[src/rtl/interval_timer_ctrl.sv]
// Interval timer: prescaled countdown with IDLE/RUN/PAUSED/EXPIRED control FSM.
// Define TIMER_AUTORELOAD_EN to reload the countdown on expiry instead of stopping.
module interval_timer_ctrl #(
  parameter int unsigned TICK_DIV = 40000000
) (
  input  logic       clk_in,
  input  logic       rst,
  input  logic       load,
  input  logic [7:0] load_val,
  input  logic       start,
  input  logic       pause,
  input  logic       stop,
  input  logic       ack,
  output logic [7:0] remaining,
  output logic       tick_out,
  output logic       busy,
  output logic       done
);

  typedef enum logic [1:0] {
    S_IDLE    = 2'd0,
    S_RUN     = 2'd1,
    S_PAUSED  = 2'd2,
    S_EXPIRED = 2'd3
  } state_t;

  localparam logic [25:0] PRESC_MAX = 26'(TICK_DIV - 1);

  state_t      r_state;
  logic [25:0] r_presc;
  logic [7:0]  r_remaining;
  logic        r_tick;
  logic        r_busy;
  logic        r_done;
  logic        w_tick;
`ifdef TIMER_AUTORELOAD_EN
  logic [7:0]  r_reload;
`endif

  assign w_tick    = (r_presc == PRESC_MAX);
  assign remaining = r_remaining;
  assign tick_out  = r_tick;
  assign busy      = r_busy;
  assign done      = r_done;

  always_ff @(posedge clk_in) begin
    if (rst) begin
      r_state     <= S_IDLE;
      r_presc     <= '0;
      r_remaining <= '0;
      r_tick      <= 1'b0;
      r_busy      <= 1'b0;
      r_done      <= 1'b0;
`ifdef TIMER_AUTORELOAD_EN
      r_reload    <= '0;
`endif
    end else begin
      r_tick <= 1'b0;
`ifdef TIMER_AUTORELOAD_EN
      r_done <= 1'b0;
`endif
      case (r_state)
        S_IDLE: begin
          if (load) begin
            r_remaining <= load_val;
`ifdef TIMER_AUTORELOAD_EN
            r_reload    <= load_val;
`endif
          end else if (start && (r_remaining != 8'd0)) begin
            r_state <= S_RUN;
            r_busy  <= 1'b1;
            r_presc <= '0;
          end
        end

        S_RUN: begin
          if (stop) begin
            r_state <= S_IDLE;
            r_busy  <= 1'b0;
            r_presc <= '0;
          end else begin
            r_presc <= w_tick ? '0 : r_presc + 26'd1;
            r_tick  <= w_tick;
            if (w_tick && (r_remaining == 8'd1)) begin
`ifdef TIMER_AUTORELOAD_EN
              r_remaining <= r_reload;
              r_done      <= 1'b1;
              if (pause) begin
                r_state <= S_PAUSED;
              end
`else
              // Expiry wins over a coincident pause.
              r_remaining <= 8'd0;
              r_done      <= 1'b1;
              r_state     <= S_EXPIRED;
              r_busy      <= 1'b0;
`endif
            end else begin
              if (w_tick && (r_remaining != 8'd0)) begin
                r_remaining <= r_remaining - 8'd1;
              end
              if (pause) begin
                r_state <= S_PAUSED;
              end
            end
          end
        end

        S_PAUSED: begin
          if (stop) begin
            r_state <= S_IDLE;
            r_busy  <= 1'b0;
            r_presc <= '0;
          end else if (!pause && start) begin
            r_state <= S_RUN;
          end
        end

        S_EXPIRED: begin
          if (ack) begin
            r_state <= S_IDLE;
            r_done  <= 1'b0;
          end
        end

        default: begin
          r_state <= S_IDLE;
          r_busy  <= 1'b0;
        end
      endcase
    end
  end

endmodule

[config.mk]
export PLATFORM = sky130hd
export DESIGN_NAME = interval_timer_ctrl
export DESIGN_NICKNAME = d
export VERILOG_FILES = /design/src/rtl/interval_timer_ctrl.sv
export SDC_FILE = /design/constraint.sdc
export NUM_CORES = 1
export LEC_CHECK = 0
export ABC_CLOCK_PERIOD_IN_PS = 3000
export CORE_MARGIN = 4
export CORE_UTILIZATION = 50
export DETAILED_ROUTE_END_ITERATION = 8
export GPL_TIMING_DRIVEN = 0
export PLACE_DENSITY_LB_ADDON = 0.2
export SLEW_MARGIN = 20
export SYNTH_ARGS = -nofsm -noshare
export SYNTH_HDL_FRONTEND = slang
export SYNTH_SLANG_ARGS = --single-unit
[constraint.sdc]
create_clock -name clk_in -period 3 [get_ports clk_in]
set_clock_uncertainty 0.15 [all_clocks]
set_input_delay 0.3 -clock clk_in [delete_from_list [all_inputs] [get_ports clk_in]]
set_output_delay 0.3 -clock clk_in [all_outputs]
set_load 0.005 [all_outputs]
# Word level (Yosys, flattened, before mapping)
# Cells that the tools add are included.
dict set report totals {
  ramBits 0
  regBits 39
  memories 0
  elab_cells 71
  latchBits 0
  romBits 0
  output_inout_bits 11
}
dict set report op_classes {
  addsub 2
  shift 0
  div 0
  mul 0
  n_eq_ne 16
  muxes 30
  bitwise 1
  magnitude_cmp 0
  reduce_logical 16
}
# cell count
set ops {}
lappend ops {{two-way mux 26 bit} 5}
lappend ops {{one-hot mux 26 bit (3 select lines)} 1}
lappend ops {{two-way mux 8 bit} 4}
lappend ops {{adder 26 x 1 -> 26 bit, second input constant} 1}
lappend ops {{== test 26 bit, second input constant} 1}
lappend ops {{two-way mux 2 bit} 8}
lappend ops {{one-hot mux 8 bit (2 select lines)} 1}
lappend ops {{!= test 2 bit, second input constant} 7}
lappend ops {{AND reduction 4 bit} 3}
lappend ops {{AND reduction 5 bit} 2}
lappend ops {{!= test 3 bit, second input constant} 3}
lappend ops {{== test 8 x 1 -> 1 bit, second input constant} 1}
lappend ops {{two-way mux 1 bit} 8}
lappend ops {{one-hot mux 2 bit (4 select lines)} 1}
lappend ops {{nonzero test 8 bit} 1}
lappend ops {{subtractor 8 x 1 -> 8 bit, second input constant} 1}
lappend ops {{== test 2 bit, second input constant} 2}
lappend ops {{logical AND 1 bit} 4}
lappend ops {{!= test 4 bit, second input constant} 1}
lappend ops {{nonzero test 2 bit} 2}
lappend ops {{one-hot mux 1 bit (3 select lines)} 1}
lappend ops {{nonzero test 3 bit} 1}
lappend ops {{OR reduction 3 bit} 1}
lappend ops {{== test 2 x 1 -> 1 bit, second input constant} 1}
lappend ops {{other kinds (4)} 4}

# Logic depth before layout (Yosys ltp)
dict set report depth {
  depth_word 6
  mapped_depth 10
  ltp_nobuf 7
}

# Worst setup path before layout
# Ideal clock, no wire load.
dict set report synth_timing {
  kind {register to register}
  start {register r_state[0]}
  end {register r_presc[13]}
  setup_time_ns 0.070
  stages_incl_launch_ff 10
  slack_ns 0.724
  arrival_time_ns 2.057
  required_ns 2.780
  cell_sequence {dfxtp_1 > inv_1 > ha_1 > buf_6 > nor4bb_4 > a221oi_4 > nand3_4 > buf_6 > or3_1 > a21oi_1}
}
dict set report synth_between {
  elab_chain_len 3
}
# element line
set synth_rtl {}
lappend synth_rtl {{start: declaration} 29} ;# state_t r_state;
lappend synth_rtl {{start signal: assignment} 48} ;# r_state <= S_IDLE;
lappend synth_rtl {{start signal: assignment} 70} ;# r_state <= S_RUN;
lappend synth_rtl {{start signal: assignment} 78} ;# r_state <= S_IDLE;
lappend synth_rtl {{== test 2 bit, or another cell as far along} 62} ;# case (r_state)
lappend synth_rtl {{!= test 2 bit (no source line) or nonzero test 3 bit (tied branches)} --}
lappend synth_rtl {{AND reduction 4 bit (no source line)} --}
lappend synth_rtl {{end signal: assignment} 82} ;# r_presc <= w_tick ? '0 : r_presc + 26'd1;
lappend synth_rtl {{end: declaration} 30} ;# logic [25:0] r_presc;
# Several ways; a longest one is shown, not always the timed one.
# A chain may end at the register's enable or synchronous reset.

# Worst setup path in the final report
# Same ends and word-level chain as after synthesis.

==> impl_metrics.env <==
export IMPL_synth_yosys_seq_area_share_pct=32.4
export IMPL_crit_top_cell="buf_6"
export IMPL_p_int_mw=1.33
export IMPL_switching_share_pct=43.6
export IMPL_postCtsHoldBufs=0
export IMPL_ys_async_sr_fraction_pct=0
export IMPL_reg2reg_to="r_presc[13]"
export IMPL_synth_cell_type_count=61
export IMPL_combPwrFrac_pct=54.6
export IMPL_cp_num_buf_inv=3
export IMPL_syn_nets=303
export IMPL_grt_pass1_wl_um=9160
export IMPL_rsz0062_at_grt="no"
export IMPL_relSlewSlack_pct=52.6
export IMPL_core_area_mm2=0.00450
export IMPL_cts_root_buf="clkbuf_8"
export IMPL_die_w_um=77.4
export IMPL_cts_buffer_depth=2
export IMPL_rrSetupSlack_ns=0.41
export IMPL_cts_resized_gates=0
export IMPL_power_density_mw_per_mm2=837
export IMPL_maxCapViolCount=0
export IMPL_post_place_ws_ns=0.455
export IMPL_synth_seq_cells=39
export IMPL_final_setup_viol_count=0
export IMPL_initial_utilization_pct=53.4
export IMPL_ys_flop_type="dfxtp_1"
export IMPL_synth_area_leaders="dfxtp_1, nor2_1, ha_1"
export IMPL_worstPathMaxFanout=10
export IMPL_placementRows=24
export IMPL_net_switching_power_mw=1.02
export IMPL_period_share_pct=86.3
export IMPL_power_mw=2.35
export IMPL_grt_overflow=0
export IMPL_finalHoldViolations=0
export IMPL_port_buffers=25
export IMPL_power_leakage_nw=0.967
export IMPL_drive_gt1_share_pct=10.6
export IMPL_required_ns=3.07
export IMPL_die_y_um=77.4
export IMPL_status="complete, no violations"
export IMPL_diodes=0
export IMPL_reg2reg_from="r_state[0]"
export IMPL_die_area_mm2=0.00599
export IMPL_tritoncts="done"
export IMPL_syn_area_per_cell_um2=8.62
export IMPL_seq_power_share_pct=30.7
export IMPL_slew_viol_final=0
export IMPL_drcViolationCount=0
export IMPL_num_vias=2157
export IMPL_fin_setup_tns_ns=0
export IMPL_ys_warn_count=0
export IMPL_path_cells="inv_1 > ha_1 > buf_6 > nor4bb_4 > a221oi_4 > nand3_4 > buf_6 > or3_1 > a21oi_1"
export IMPL_drt_iter0_drc=82
export IMPL_hp_start="r_presc[25]"
export IMPL_track_usage_pct=18.5
export IMPL_post_cts_buffers=0
export IMPL_postRouteAntennaNets=0
export IMPL_hpwl_um=4060
export IMPL_post_route_util_pct=62.3
export IMPL_wirelength_um=5430
export IMPL_hold_path_endpoint="r_presc[25]"
export IMPL_synth_edf_count=0
export IMPL_end_kind="flip-flop"
export IMPL_clock_sinks=39
export IMPL_min_path_cells=2
export IMPL_path_clk_slew_ns=0.08
export IMPL_num_fill_cells=387
export IMPL_wl_per_cell_um=14.9
export IMPL_cp_top_family="compound AO/OA/AOI/OAI gates"
export IMPL_synthCells=279
export IMPL_yosysMostFrequentCell="dfxtp_1"
export IMPL_numCtsBuffers=5
export IMPL_crit_path_max_incr_delay_ns=0.52
export IMPL_min_path_type="flip-flop to flip-flop"
export IMPL_first_pass_iters=4
export IMPL_r2r_cells=9
export IMPL_crit_type="flip-flop to flip-flop"
export IMPL_cts_htree_levels=2
export IMPL_antenna_found_initial=0
export IMPL_synth_top_area_share_pct=32.4
export IMPL_syn_cell_area_mm2=0.00241
export IMPL_grt_max_degree=13
export IMPL_peakVddDrop_uv=685
export IMPL_fin_ws_ns=0.412
export IMPL_area_growth_pct=16.6
export IMPL_vias_per_cell=5.93
export IMPL_pwr_share_clk_pct=14.8
export IMPL_worst_endpoint_arrival_ns=2.66
export IMPL_post_synth_top_area_cell="dfxtp_1"
export IMPL_finalNetCount=335
export IMPL_critPathSlowestCell="a221oi_4"
export IMPL_io_pins=26
export IMPL_grt_pass1_vias=2046
export IMPL_clkLatencyLatePin_ns=0.29
export IMPL_ys_top_cells_by_count="dfxtp_1, nor2_1, a21oi_1"
export IMPL_globalplace_congestion=0.916
export IMPL_fmax_mhz=386
export IMPL_fin_crit_ns=2.59
export IMPL_worst_slew_pin_slew_ns=0.705
export IMPL_cp_start_kind="flip-flop"
==> how the worst max path moves through the flow <==
stage                             end  depth (start not counted)  slack, ns  startpoint
final                     r_presc[13]                          9       0.41  r_state[0]
after CTS                 r_presc[13]                          9       0.42  r_state[0]
after floorplan           r_presc[13]                          9       0.72  r_state[0]
after global placement    r_presc[13]                          9       0.49  r_state[0]
after global routing      r_presc[13]                          9       0.28  r_state[0]
after detailed placement  r_presc[13]                          9       0.45  r_state[0]
==> state kept, by name, indices dropped and copies added, names as in the netlist <==
signal,flops
r_presc,26
remaining,8
r_state,2
busy,1
done,1
tick_out,1
==> cells by family (layout without fill, tap and decap cells) <==
kind of cell | count (synthesis) | after routing | synth area share, %
AO/OA/AOI/OAI | 55 | 55 | 16.1
multiplexers | 2 | 2 | 0.884
buffers and inverters | 21 | 54 | 4.21
AND/OR/NAND/NOR | 134 | 134 | 34.7
flip-flops | 39 | 39 | 32.4
XOR/XNOR | 19 | 19 | 6.92
adder cells (fa/ha/maj) | 9 | 9 | 4.68
==> layout make-up <==
class                      instances  area (µm²)  share of cell area [%]
sequential                        39         781                    27.8
clock buffer                       6        72.6                    2.59
tap                               52        65.1                    2.32
buffer                             9        56.3                    2.01
timing repair buffer              25         250                    8.92
multi-input combinational        219        1520                    54.3
inverter                          12        45.0                    1.60
clock inverter                     2        12.5                   0.446
==> placed cells by master, fill, tap and decap left out, types with 9 or more instances in the layout <==
master and count:
clkdlybuf4s50_1 25, xnor2_1 10, nor3_1 13, a21oi_1 17, nand4_1 10, o21ai_0 13
xor2_1 9, inv_1 12, nor2_1 34, nand2_1 13, ha_1 9, nand3_1 12
dfxtp_1 39
==> per-layer routing <==
metal / share of wire (%) / vias to the layer above / GRT usage [%] / routed length (µm)
met2: 49 / 39 / 31.2 / 2650
met5: 0 / - / 0 / 0
li1: - / 1095 / - / -
met3: 3.9 / 4 / 4.05 / 213
met1: 46 / 1019 / 23.3 / 2520
met4: 0.70 / 0 / 6.76 / 38
==> worst min-delay path, stage by stage, from the launching register on <==
cell and delay, ns:
dfxtp_1 0.33, o21ai_0 0.07, a21oi_1 0.06
==> power by group through the flow <==
stage | combinational (mW) | clock (mW) | sequential [mW]
after detailed placement | 1.27 | 0 | 0.727
after global routing | 1.40 | 0.377 | 0.733
after global placement | 1.25 | 0 | 0.726
final | 1.28 | 0.347 | 0.720
after CTS | 1.27 | 0.359 | 0.716
after floorplan | 0.929 | 0 | 0.705
==> stage by stage <==
stage                     cell area (µm²)  std cells  hold slack (ns)
after global placement               2720        356            0.327
after global routing                 2810        364            0.382
after detailed placement             2720        356            0.340
after CTS                            2810        364            0.351
final                                2810        364            0.350
after floorplan                      2410        279            0.257
Note: power is estimated with default switching activity, not from simulation.
